--- src/rtl/cpu_sequencer_pkg.sv ---
// Shared opcode/ALU encodings, sequencer state type and instruction field helpers
// for the multi-cycle fetch/decode/execute controller.
package cpu_pkg;

  localparam int unsigned INSTR_W = 16;

  localparam logic [3:0] OP_NOP  = 4'b0000;
  localparam logic [3:0] OP_ADD  = 4'b0001;
  localparam logic [3:0] OP_SUB  = 4'b0010;
  localparam logic [3:0] OP_AND  = 4'b0011;
  localparam logic [3:0] OP_OR   = 4'b0100;
  localparam logic [3:0] OP_HALT = 4'b1111;

  localparam logic [2:0] ALU_ADD = 3'b000;
  localparam logic [2:0] ALU_SUB = 3'b001;
  localparam logic [2:0] ALU_AND = 3'b100;
  localparam logic [2:0] ALU_OR  = 3'b101;

  typedef enum logic [2:0] {
    S_IDLE,
    S_FETCH,
    S_DECODE,
    S_EXEC,
    S_HALTED
  } state_t;

  function automatic logic [3:0] opcode_of(input logic [INSTR_W-1:0] instr);
    return instr[15:12];
  endfunction

endpackage

--- src/rtl/cpu_sequencer_if.sv ---
// Instruction-memory fetch handshake between the sequencer (master) and imem (slave).
interface cpu_sequencer_if
  import cpu_pkg::*;
#(
  parameter int unsigned PC_W = 8
);

  logic               req;
  logic [PC_W-1:0]    addr;
  logic               ready;
  logic [INSTR_W-1:0] rdata;

  modport master (output req, addr, input ready, rdata);
  modport slave  (input req, addr, output ready, rdata);

endinterface

--- src/rtl/cpu_sequencer_opcode_decoder.sv ---
// Pure combinational opcode map: ALU select plus ALU/halt classification.
module opcode_decoder
  import cpu_pkg::*;
(
  input  logic [3:0] opcode,
  output logic [2:0] alu_control,
  output logic       is_alu,
  output logic       is_halt
);

  always_comb begin
    alu_control = ALU_ADD;
    is_alu      = 1'b0;
    is_halt     = 1'b0;
    case (opcode)
      OP_ADD:  begin alu_control = ALU_ADD; is_alu = 1'b1; end
      OP_SUB:  begin alu_control = ALU_SUB; is_alu = 1'b1; end
      OP_AND:  begin alu_control = ALU_AND; is_alu = 1'b1; end
      OP_OR:   begin alu_control = ALU_OR;  is_alu = 1'b1; end
      OP_HALT: is_halt = 1'b1;
      default: ;
    endcase
  end

endmodule

--- src/rtl/cpu_sequencer.sv ---
// Multi-cycle fetch/decode/execute controller: owns PC and IR, handshakes with
// instruction memory and sequences ALU control and register write enable.
module cpu_sequencer
  import cpu_pkg::*;
#(
  parameter int unsigned PC_W  = 8,
  parameter int unsigned CNT_W = 16
) (
  input  logic                 clk,
  input  logic                 rst_n,
  input  logic                 start,
  cpu_sequencer_if.master      imem,
  output logic [3:0]           rd_addr,
  output logic [3:0]           rs1_addr,
  output logic [3:0]           rs2_addr,
  output logic [2:0]           alu_control,
  output logic                 reg_write,
  output logic                 busy,
  output logic                 halted,
  output logic [CNT_W-1:0]     retired_count
);

  state_t             state;
  logic [PC_W-1:0]    pc;
  logic [INSTR_W-1:0] ir;

  logic [3:0] dec_op;
  logic [2:0] dec_alu;
  logic       dec_is_alu;
  logic       dec_is_halt;

  // In FETCH the incoming word is decoded so alu_control can be registered on
  // the same edge that loads IR; afterwards the decoder looks at IR.
  assign dec_op = (state == S_FETCH) ? opcode_of(imem.rdata) : opcode_of(ir);

  opcode_decoder u_dec (
    .opcode      (dec_op),
    .alu_control (dec_alu),
    .is_alu      (dec_is_alu),
    .is_halt     (dec_is_halt)
  );

  assign imem.addr = pc;
  assign rd_addr   = ir[11:8];
  assign rs1_addr  = ir[7:4];
  assign rs2_addr  = ir[3:0];

  always_ff @(posedge clk or negedge rst_n) begin
    if (!rst_n) begin
      state         <= S_IDLE;
      pc            <= '0;
      ir            <= '0;
      retired_count <= '0;
      imem.req      <= 1'b0;
      alu_control   <= '0;
      reg_write     <= 1'b0;
      busy          <= 1'b0;
      halted        <= 1'b0;
    end else begin
      case (state)
        S_IDLE, S_HALTED: begin
          if (start) begin
            state         <= S_FETCH;
            pc            <= '0;
            retired_count <= '0;
            imem.req      <= 1'b1;
            busy          <= 1'b1;
            halted        <= 1'b0;
          end
        end
        S_FETCH: begin
          if (imem.ready) begin
            state       <= S_DECODE;
            ir          <= imem.rdata;
            pc          <= pc + 1'b1;
            imem.req    <= 1'b0;
            alu_control <= dec_alu;
          end
        end
        S_DECODE: begin
          if (dec_is_halt) begin
            state       <= S_HALTED;
            alu_control <= '0;
            busy        <= 1'b0;
            halted      <= 1'b1;
          end else begin
            state     <= S_EXEC;
            reg_write <= dec_is_alu;
          end
        end
        S_EXEC: begin
          state       <= S_FETCH;
          reg_write   <= 1'b0;
          alu_control <= '0;
          imem.req    <= 1'b1;
          if (retired_count != '1) retired_count <= retired_count + 1'b1;
        end
        default: begin
          state       <= S_IDLE;
          imem.req    <= 1'b0;
          alu_control <= '0;
          reg_write   <= 1'b0;
          busy        <= 1'b0;
          halted      <= 1'b0;
        end
      endcase
    end
  end

endmodule
--- src/flat_wrapper.sv ---
// flat-port wrapper written by rule: the top's interface ports become plain ports
module cpu_sequencer_flat import cpu_pkg::*;
#(
  parameter int unsigned PC_W  = 8,
  parameter int unsigned CNT_W = 16
)
  (clk, rst_n, start, rd_addr, rs1_addr, rs2_addr, alu_control, reg_write, busy, halted, retired_count, imem_req, imem_addr, imem_ready, imem_rdata);
  cpu_sequencer_if #(.PC_W(PC_W)) imem_i ();
  input  logic clk;
  input  logic rst_n;
  input  logic start;
  output logic [3:0] rd_addr;
  output logic [3:0] rs1_addr;
  output logic [3:0] rs2_addr;
  output logic [2:0] alu_control;
  output logic reg_write;
  output logic busy;
  output logic halted;
  output logic [CNT_W-1:0] retired_count;
  output wire logic [$bits(imem_i.req)-1:0] imem_req;
  output wire logic [$bits(imem_i.addr)-1:0] imem_addr;
  input wire logic [$bits(imem_i.ready)-1:0] imem_ready;
  input wire logic [$bits(imem_i.rdata)-1:0] imem_rdata;
  assign imem_req = imem_i.req;
  assign imem_addr = imem_i.addr;
  assign imem_i.ready = imem_ready;
  assign imem_i.rdata = imem_rdata;
  cpu_sequencer #(.PC_W(PC_W), .CNT_W(CNT_W)) u_core (.clk(clk), .rst_n(rst_n), .start(start), .imem(imem_i), .rd_addr(rd_addr), .rs1_addr(rs1_addr), .rs2_addr(rs2_addr), .alu_control(alu_control), .reg_write(reg_write), .busy(busy), .halted(halted), .retired_count(retired_count));
endmodule
--- config.mk ---
export PLATFORM = sky130hd
export DESIGN_NAME = cpu_sequencer_flat
export DESIGN_NICKNAME = d
export VERILOG_FILES = /design/src/rtl/cpu_sequencer_pkg.sv /design/src/rtl/cpu_sequencer_if.sv /design/src/rtl/cpu_sequencer_opcode_decoder.sv /design/src/rtl/cpu_sequencer.sv /design/src/flat_wrapper.sv
export SDC_FILE = /design/constraint.sdc
export NUM_CORES = 1
export LEC_CHECK = 0
export ABC_CLOCK_PERIOD_IN_PS = 3250
export CAP_MARGIN = 20
export CORE_UTILIZATION = 30
export CTS_CLUSTER_DIAMETER = 150
export DETAILED_ROUTE_END_ITERATION = 10
export GPL_TIMING_DRIVEN = 0
export PLACE_DENSITY = 0.52
export SLEW_MARGIN = 20
export SYNTH_ARGS = -nofsm -noshare
export SYNTH_HDL_FRONTEND = slang
export SYNTH_SLANG_ARGS = --single-unit
--- constraint.sdc ---
create_clock -name clk -period 3.25 [get_ports clk]
set_input_delay 0.65 -clock clk [delete_from_list [all_inputs] [get_ports clk]]
set_output_delay 0.65 -clock clk [all_outputs]
set_load 0.01 [all_outputs]
==> impl_results.md, run 1 <==
- Post-place setup slack: around 0.61 ns
- XOR/XNOR Fraction of Synth Area: 0.06034
- Clock sinks: between 40 and 50
- Largest family of logic cells by synthesized area: simple AND/OR/NAND/NOR gates
- DR DRC count: 0
- Share of the synthesized area in the top cell type: 0.4693
- Setup violators final: 0
- Vias in the first global route: about 2,000
- CTS tree: yes
- Final Max Slew Viols: 0
- Final-layout fill cell count: 828
- F_max: 438.1 MHz
- Met1 WL: 2615 µm
- Fin. Hold Viols: 0
- Routability-driven placement congestion ratio: 0.7306
- DR WL met3: 316 µm
- Synthesized instance count: between 200 and 250
- Layout area overhead: 31.66%
- Final min period: 2.283 ns
- Fraction of layout cells with a size suffix above 1: 0.1955
- Startpoint types: input port
- Worst-skew pair later-pin latency: 0.31 ns
- R2r setup slk: ~1.4 ns
- Post-synthesis simple-gate area fraction: 0.1983
- Post-Synth Adder-Cell Area: 0.009579
- Crit Reg-Reg Startpoint: u_core.state[1]
- Req. time, crit path: 3.45 ns
- Sequential area share after synthesis: 0.4693
- Worst setup margin: between 0.9 and 1 ns
- EDFF count, synth: 0
- Post-Route WL: 5572 µm
- Final setup TNS: 0 ns
- Most frequent cells after synthesis: 49 x dfrtp_1, 29 x nor2_1, 17 x mux2_2
- Layout Skew: 0.009191 ns
- Seq cells post-synth: 49
- Total number of vias: between 2,000 and 2,500
- ANT cells: 0
- DRC marker count from the first detailed-route iteration: 51
- Worst slew margin: 0.5858
- Inserted Clock Buffers: 5
- Cell area power density: 708.2 nW/µm²
- Placed inst area: 3352 µm²
- RSZ-0062 raised after global routing: false
- CP startpoint: start
- Mux cell area share after synthesis: 0.08860
- Main flop type after synthesis: dfrtp_1
- Initial core utilization: 0.3132
- Crit path arrival time: 2.48 ns
- Final Cycle Share: 0.7023
- Synth area leader: dfrtp_1
- Area contributors post-synth: dfrtp_1 47%, mux2_2 7.3%, buf_4 4.6%
- Resized cells post-CTS: 0
- Largest net degree at the start of global routing: 50
- DIE WIDTH: 95.32 µm
- H-Tree Depth: 2
- Clock buffer depth: 2
- Compound-Gate Fraction of Synth Area: 0.1006
- Met2 Wirelength: 2564 µm
- Worst setup path class: in2reg
- CP endpoint kind: register
- Leakage: 1.453 nW
- DRT antenna net count: 0
- Overall Global Routing Usage: 0.1341
- Status: complete, no violations
- CP Max Fanout: 10
- Clock Tree Root: clkbuf_8
- Synth Cell Area: between 2000 and 3000 µm²
- Worst slew pin tran: 0.6213 ns
- DR top layer: met4
- Hold-fix buffer count after cts: 0
- Syn_nets: 265
- Cell variety after synth: 55
- Peak VDD IR: 0.3295 mV
- IO Count: 63
- MaxCap Viol Count: 0
- Row count: 33
- Reg2Reg Depth: 7
- TritonRoute pass-1 iters: 4
- Post-Layout Cell Count: 417
- Number of placed cells counting well taps: 409
- Core Box Area: 8341 µm²
- Grt total ovfl: 0
- Port Buffers: 61
- Die Ht: 95.32 µm
- First-pass GRT wire length: 9542 µm
- Clk pin slew, worst setup/hold paths: ~0.090 ns
- DR vias/cell: 4.820
- Utilization after layout: 0.4124
- Die area: 9086 µm²
- Reg2reg end: u_core.retired_count[0]
- Most frequent cell after synthesis: dfrtp_1
- Min-delay worst type: in2async
- Antenna violations before repair: 0
- Warnings from Yosys: 0
- Detailed Place HPWL: 3970 µm
- Async S/R FF share, synth: 1.000
- Routed len/inst: 13.36 µm
- Post-CTS setup buffer count: 0
- Total power: 2.436 mW
- Avg Synthesized Cell Area: 10.75 µm²
- Final nets: 333
- Design area: around 3400 µm²
- Hold Slack: 0.3528 ns
==> worst max path at each step <==
stage	end	slack, ns	cells past startpoint
after global placement	u_core.ir[0]	-0.07	1
final	u_core.imem.addr[4]	0.97	5
after global routing	u_core.retired_count[14]	0.86	5
after detailed placement	u_core.imem.addr[4]	0.61	5
after floorplan	u_core.retired_count[0]	1.56	6
after CTS	u_core.imem.addr[4]	0.94	5
==> cell families (layout without fill, tap and decap cells) <==
group                      after synthesis  count (layout)
buffers and inverters                   29              98
xor gates and xnor gates                18              18
and+or+nand+nor                         87              87
other                                    1               1
DFF                                     49              49
muxes                                   21              21
adders and majority gates                2               2
AOI/OAI and AO/OA                       36              36
==> area by class of cell <==
class / instances / area, µm² / area share
clock inverters: 2 / 15.01 / 0.004365
flip-flops and latches: 49 / 1226 / 0.3565
repair buffers: 61 / 608.1 / 0.1768
plain buffers: 24 / 168.9 / 0.04911
inverters: 5 / 18.77 / 0.005457
multi-input cells: 165 / 1199 / 0.3485
clock buffers: 6 / 72.57 / 0.02110
well taps: 105 / 131.4 / 0.03820
==> flip-flops by register name, summed over array words and instances, names as in the netlist <==
| name | count |
|---|---|
| u_core.alu_control | 2 |
| u_core.state | 3 |
| u_core.imem.req | 1 |
| u_core.halted | 1 |
| u_core.busy | 1 |
| u_core.retired_count | 16 |
| u_core.reg_write | 1 |
| u_core.imem.addr | 8 |
| u_core.ir | 16 |
==> layer usage <==
metal / up-vias / global-route usage
met3: 8 / 0.03589
met1: 973 / 0.1721
met2: 48 / 0.2190
met5: - / 0
met4: 0 / 0.04167
li1: 981 / -
==> cell usage in the layout (no fill, tap or decap), types with 5 or more instances in the layout <==
master,count
o21ai_0,5
nand2_1,10
clkbuf_8,5
mux2_2,17
a21oi_1,9
xor2_1,6
dfrtp_1,49
nand3_1,5
xnor2_1,12
inv_1,5
clkdlybuf4s50_1,60
buf_4,17
nor2_1,29
nand4_1,11
==> critical path, stage by stage <==
cell and delay (ns):
clkdlybuf4s50_1 0.63, nor3b_4 0.41, clkbuf_1 0.40, buf_2 0.31, nor2_1 0.08
==> report_power, final <==
part / internal [mW] / switching, mW / total, mW
sequential: 0.793 / 0.152 / 0.945
clock: 0.152 / 0.220 / 0.373
combinational: 0.639 / 0.479 / 1.12
(Power assumes the default switching activity.)
==> run 2: changes to the inputs <==
--- a/config.mk
+++ b/config.mk
@@ -5,7 +5,7 @@
 export SDC_FILE = /design/constraint.sdc
 export NUM_CORES = 1
 export LEC_CHECK = 0
-export ABC_CLOCK_PERIOD_IN_PS = 3250
+export ABC_CLOCK_PERIOD_IN_PS = 2300
 export CAP_MARGIN = 20
 export CORE_UTILIZATION = 30
 export CTS_CLUSTER_DIAMETER = 150
==> constraint.sdc (replaced) <==
create_clock -name clk -period 2.3 [get_ports clk]
set_input_delay 0.46 -clock clk [delete_from_list [all_inputs] [get_ports clk]]
set_output_delay 0.46 -clock clk [all_outputs]
set_load 0.01 [all_outputs]
==> results of run 2 <==
Same layout as run 1 (identical final DEF). Status: complete, no violations.
Main changes from that run: setup slack after placement 0.6086 ns -> -0.1514 ns; setup slack after layout 0.9674 ns -> 0.2074 ns; hold slack 0.3528 ns -> 0.1628 ns; register-to-register setup slack 1.42 ns -> 0.47 ns; total power 2.436 mW -> 3.442 mW; worst IR drop on VDD 0.3295 mV -> 0.4657 mV
==> run 3: changes to the inputs <==
--- a/config.mk
+++ b/config.mk
@@ -12,6 +12,8 @@
 export DETAILED_ROUTE_END_ITERATION = 10
 export GPL_TIMING_DRIVEN = 0
 export PLACE_DENSITY = 0.52
+export RECOVER_POWER = 100
+export SKIP_CTS_REPAIR_TIMING = 1
 export SLEW_MARGIN = 20
 export SYNTH_ARGS = -nofsm -noshare
 export SYNTH_HDL_FRONTEND = slang
==> impl_results.md, run 3 (synthesis gave the netlist of run 1 again) <==
- TritonRoute pass-1 iters: 4
- Worst-skew pair later-pin latency: between 0.3 and 0.4 ns
- DIE WIDTH: 95.32 µm
- Inserted Clock Buffers: 5
- Number of placed cells counting well taps: between 400 and 500
- ANT cells: 0
- Overall Global Routing Usage: 0.1341
- Grt total ovfl: 0
- CTS tree: yes
- Hold Slack: 0.3943 ns
- MaxCap Viol Count: 0
- Cell area power density: between 900 and 1000 nW/µm²
- Worst path cell trace: clkdlybuf4s50_1 -> nor3b_4 -> clkbuf_1 -> clkbuf_2 -> nor2_1
- Setup violators final: 0
- IO Count: 63
- Leakage: 1.520 nW
- Fraction of layout cells with a size suffix above 1: 0.1699
- Final Cycle Share: 0.9123
- Final Max Slew Viols: 0
- Worst slew margin: 0.1773
- Final min period: 2.098 ns
- Die Ht: 95.32 µm
- First-pass GRT wire length: around 9500 µm
- Port Buffers: between 60 and 70
- Worst slew pin tran: about 1.2 ns
- Antenna violations before repair: 0
- Final-layout fill cell count: 838
- Clock buffer depth: 2
- Clock Tree Root: clkbuf_8
- H-Tree Depth: 2
- CP max-delay cell: clkdlybuf4s50_1
- F_max: 476.6 MHz
- CP endpoint kind: register
- Initial core utilization: 0.3132
- Die area: 9086 µm²
- CP peak stage delay: ~0.63 ns
- Layout Skew: roughly 0.012 ns
- Commonest non-fill, non-tap cell in the layout: dfrtp_1
- Fin. Hold Viols: 0
- Peak VDD IR: ~0.44 mV
- Total number of vias: around 2,000
- Design area: about 3400 µm²
- Largest net degree at the start of global routing: 50
- Top delay family on crit path: buffers and inverters
- Routed len/inst: 13.41 µm
- R2r setup slk: a little over 0.3 ns
- Post-Route WL: 5594 µm
- Min-delay worst type: in2async
- Post-Layout Cell Count: 417
- Placed inst area: 3352 µm²
- Most frequent cells in the layout: 49 x dfrtp_1, 42 x dlygate4sd3_1, 29 x nor2_1
- Crit path arrival time: 2.30 ns
- Worst setup path class: in2reg
- Core Box Area: 8341 µm²
- Detailed Place HPWL: 3970 µm
- Final nets: 333
- Clk pin slew, worst setup/hold paths: 0.09 ns
- Clock sinks: 49
- DRT antenna net count: 0
- Row count: 33
- DRC marker count from the first detailed-route iteration: 53
- Req. time, crit path: between 2 and 3 ns
- Status: complete, no violations
- CP Max Fanout: 10
- Layout area overhead: 29.93%
- DR vias/cell: 4.832
- Startpoint types: input port
- Routability-driven placement congestion ratio: 0.7306
- Vias in the first global route: 2,027
- RSZ-0062 raised after global routing: false
- CP bufs+invs: 3
- DR DRC count: 0
## run 3: cell count changes in the layout (fill, tap and decap cells not counted), moves of 3 or more
cell and change:
dlygate4sd3_1 +42, clkdlybuf4s50_1 -42, clkbuf_2 +3, buf_2 -3
## run 3: path summary, 6_finish.rpt
path	startpoint	to	cells after the start
setup / recovery	start	u_core.imem.addr[4]	5
hold / removal	rst_n	u_core.retired_count[5]	1
setup reg to reg	u_core.state[2]	u_core.ir[15]	5
hold reg to reg	u_core.alu_control[0]	u_core.alu_control[0]	2
max in group asynchronous	rst_n	u_core.imem.addr[5]	1
min in group clk	u_core.alu_control[0]	u_core.alu_control[0]	2
## run 3: worst register-to-register path, cell delays in order, from the launching register on
cell and delay [ns]:
dfrtp_1 0.36, clkbuf_2 0.22, nor2_1 0.10, nand3_1 0.34, clkbuf_1 0.47, mux2_2 0.40
## run 3: layout make-up
cell class / count / area (µm²) / area share
repair buffers: 61 / 605.6 / 0.1784
clock inverters: 2 / 15.01 / 0.004423
inverters: 5 / 18.77 / 0.005529
clock buffers: 6 / 72.57 / 0.02138
well taps: 105 / 131.4 / 0.03870
multi-input cells: 165 / 1157 / 0.3410
plain buffers: 24 / 167.7 / 0.04939
flip-flops and latches: 49 / 1226 / 0.3612
## run 3: metal layers
metal / share of wire / global-route usage / vias up / wire length [µm]
li1: - / - / 982 / -
met1: 0.47 / 0.1721 / 979 / 2627
met2: 0.46 / 0.2190 / 46 / 2580
met3: 0.056 / 0.03589 / 8 / 311
met5: 0 / 0 / - / 0
met4: 0.013 / 0.04167 / 0 / 75
## run 3: metrics by stage
| stage | power (mW) | setup WS [ns] | setup TNS [ns] | util |
|---|---|---|---|---|
| detailed placement | 2.942 | -0.1514 | -1.458 | 0.4019 |
| floorplan | 2.291 | 0.6111 | 0 | - |
| global placement | 2.936 | -0.8284 | -42.10 | 0.4022 |
| finish | 3.335 | 0.2017 | 0 | 0.4070 |
| CTS | 3.492 | 0.1792 | 0 | 0.4124 |
| global route | 3.593 | 0.05417 | 0 | 0.4070 |
## run 3: power breakdown
group	total [mW]	leakage (nW)	internal, mW	switching, mW
combinational	1.47	0.854	0.817	0.657
sequential	1.33	0.629	1.12	0.211
clock	0.530	0.0374	0.215	0.314
total	3.34	1.52	2.15	1.18
==> patch, RTL diff (config.mk and constraints of run 3) <==
`PC_W` is set to 8 in 3 places; all go to 12.
--- a/src/rtl/cpu_sequencer_if.sv
+++ b/src/rtl/cpu_sequencer_if.sv
@@ -4,3 +4,3 @@
 #(
-  parameter int unsigned PC_W = 8
+  parameter int unsigned PC_W = 12
 );
--- a/src/rtl/cpu_sequencer.sv
+++ b/src/rtl/cpu_sequencer.sv
@@ -5,3 +5,3 @@
 #(
-  parameter int unsigned PC_W  = 8,
+  parameter int unsigned PC_W  = 12,
   parameter int unsigned CNT_W = 16
--- a/src/flat_wrapper.sv
+++ b/src/flat_wrapper.sv
@@ -3,3 +3,3 @@
 #(
-  parameter int unsigned PC_W  = 8,
+  parameter int unsigned PC_W  = 12,
   parameter int unsigned CNT_W = 16
Ports: changed (resized imem_addr); port bits go from 63 to 67. The function was not compared with the original's and may differ.
==> patch against run 3 <==
Count of clock-buffer cells in the layout increased by 1. Sequential cell count increased by 4. Power increased by 3.6%. Wire length increased by 16%. Register-to-register slack got worse by 0.06 ns. Die area increased by 4.3%. Cell count increased by 15%. Core utilization increased by 0.68 points. Final area increased by 6.8%. Via count increased by 19%. Area after synthesis increased by 4.4%. Setup slack got worse by 0.067 ns. Critical endpoint is now u_core.retired_count[13].
==> patch: results (changes against run 3) <==
Drt
  • DR WL met3: 376 microns (+21%)
  • Final wirelength: 6.490 mm (+16%)
  • DR vias/cell: 5.002 (+3.5%)
  • M1 WL: 3.085 mm (+17%)
  • Routed vias: 2,406 (+19%)
  • DR pass1 iterations: 4 (unchanged)
  • Routed wl met2: 2.982 mm (+16%)
  • Initial DRC Count: 54 (+1.9%)

Cells and area
  • Nets: 394 (+18%)
  • Share of cells above drive strength 1: 8.311% (-8.7 points)

Power and ir drop
  • P_leak: 0.001626 uW (+6.9%)
  • Internal: 2227 uW (+3.4%)
  • Flop+latch power: 1390 uW (+5%)
  • VDD IR-drop max: 0.4193 mV (-5.7%)
  • Pwr/cell area: 952.9 nW/um^2 (-3.0%)
  • Share of power burned in the clock network: 19.3% (+3.4 points)

STA
  • Slew HR: 10.56% (-7.2 points)
  • Setup Skew: 0.005751 ns (-0.005819 ns)

Global routing
  • Largest net degree at the start of global routing: 54 (+8.0%)
  • First-pass GRT wire length: 11.11 mm (+16%)
  • GRT Util Overall: 14.17% (+0.76 points)
  • Vias in the first global route: 2,332 (+15%)

Clocking
  • Clock buffer depth: 2 (unchanged)
  • Depth of the CTS H-tree: 2 (unchanged)

Placement
  • GP Congestion: 0.7347 (+0.56%)
  • Post-Place Cells: 473 (+16%)
  • IO Port Bufs: 65 (+6.6%)
  • DP Worst Slack: -0.3190 ns (-0.1676 ns)
  • DPL Wire Length: 4.544 mm (+14%)

Logic synthesis
  • Gate Count Post-Synth: 300 (+23%)
  • Async SR Flop Fraction: 100.0% (unchanged)
  • Register area share after synthesis: 48.62% (+1.7 points)
  • Post-synth top flop: dfrtp_1
  • Synthesized Nets: 322 (+22%)
  • Area contributors post-synth: dfrtp_1, nand2_1, buf_4
  • Post-synth top cells: nand2_1, dfrtp_1, nor2_1, o21ai_0, buf_4

Run status
  • Outcome: complete, no violations

Worst setup path
  • Max stage delay on crit path: 0.53 ns (-0.10 ns)
## patch: area by class of cell
| cell class | count | area, sq um |
|---|---|---|
| timing repair buffer | 65 | 645.6 |
| tap | 108 | 135.1 |
| fill | 912 | 5137 |
| clock buffer | 7 | 86.33 |
| clock inverter | 1 | 30.03 |
| multi-input combinational | 212 | 1210 |
| buffer | 28 | 166.4 |
| inverter | 7 | 26.28 |
| sequential | 53 | 1326 |
## patch: logic make-up after synthesis
group,Yosys count,synth area share (%)
and+or+nand+nor,140,25.87
xor gates and xnor gates,8,2.569
DFF,53,48.62
other,1,0.1375
AOI/OAI and AO/OA,59,14.13
buffers and inverters,35,7.018
adders and majority gates,2,0.9173
muxes,2,0.7340
## patch: path summary, 6_finish.rpt
kind / start / slack (ns) / cells after the start / end
min in group clk: u_core.alu_control[2] / 0.48 / 2 / u_core.alu_control[2]
setup / recovery: start / 0.13 / 7 / u_core.retired_count[13]
hold reg to reg: u_core.alu_control[2] / 0.48 / 2 / u_core.alu_control[2]
max in group asynchronous: rst_n / 1.04 / 1 / u_core.ir[14]
setup reg to reg: u_core.state[0] / 0.25 / 7 / u_core.retired_count[13]
hold / removal: rst_n / 0.44 / 1 / u_core.retired_count[13]
## patch: per-stage QoR
| stage | instance area (sq um) | hold WS, ns |
|---|---|---|
| floorplan | 2728 | 0.1644 |
| global placement | 3513 | 0.4619 |
| detailed placement | 3511 | 0.4654 |
| CTS | 3627 | 0.2215 |
| global route | 3626 | 0.5002 |
| finish | 3626 | 0.4419 |
## patch: metal layers
layer  track usage, %  vias up
met3            3.813        5
met4            3.394        0
met2            22.64       61
li1                 -     1198
met1            19.13     1142
met5                0        -
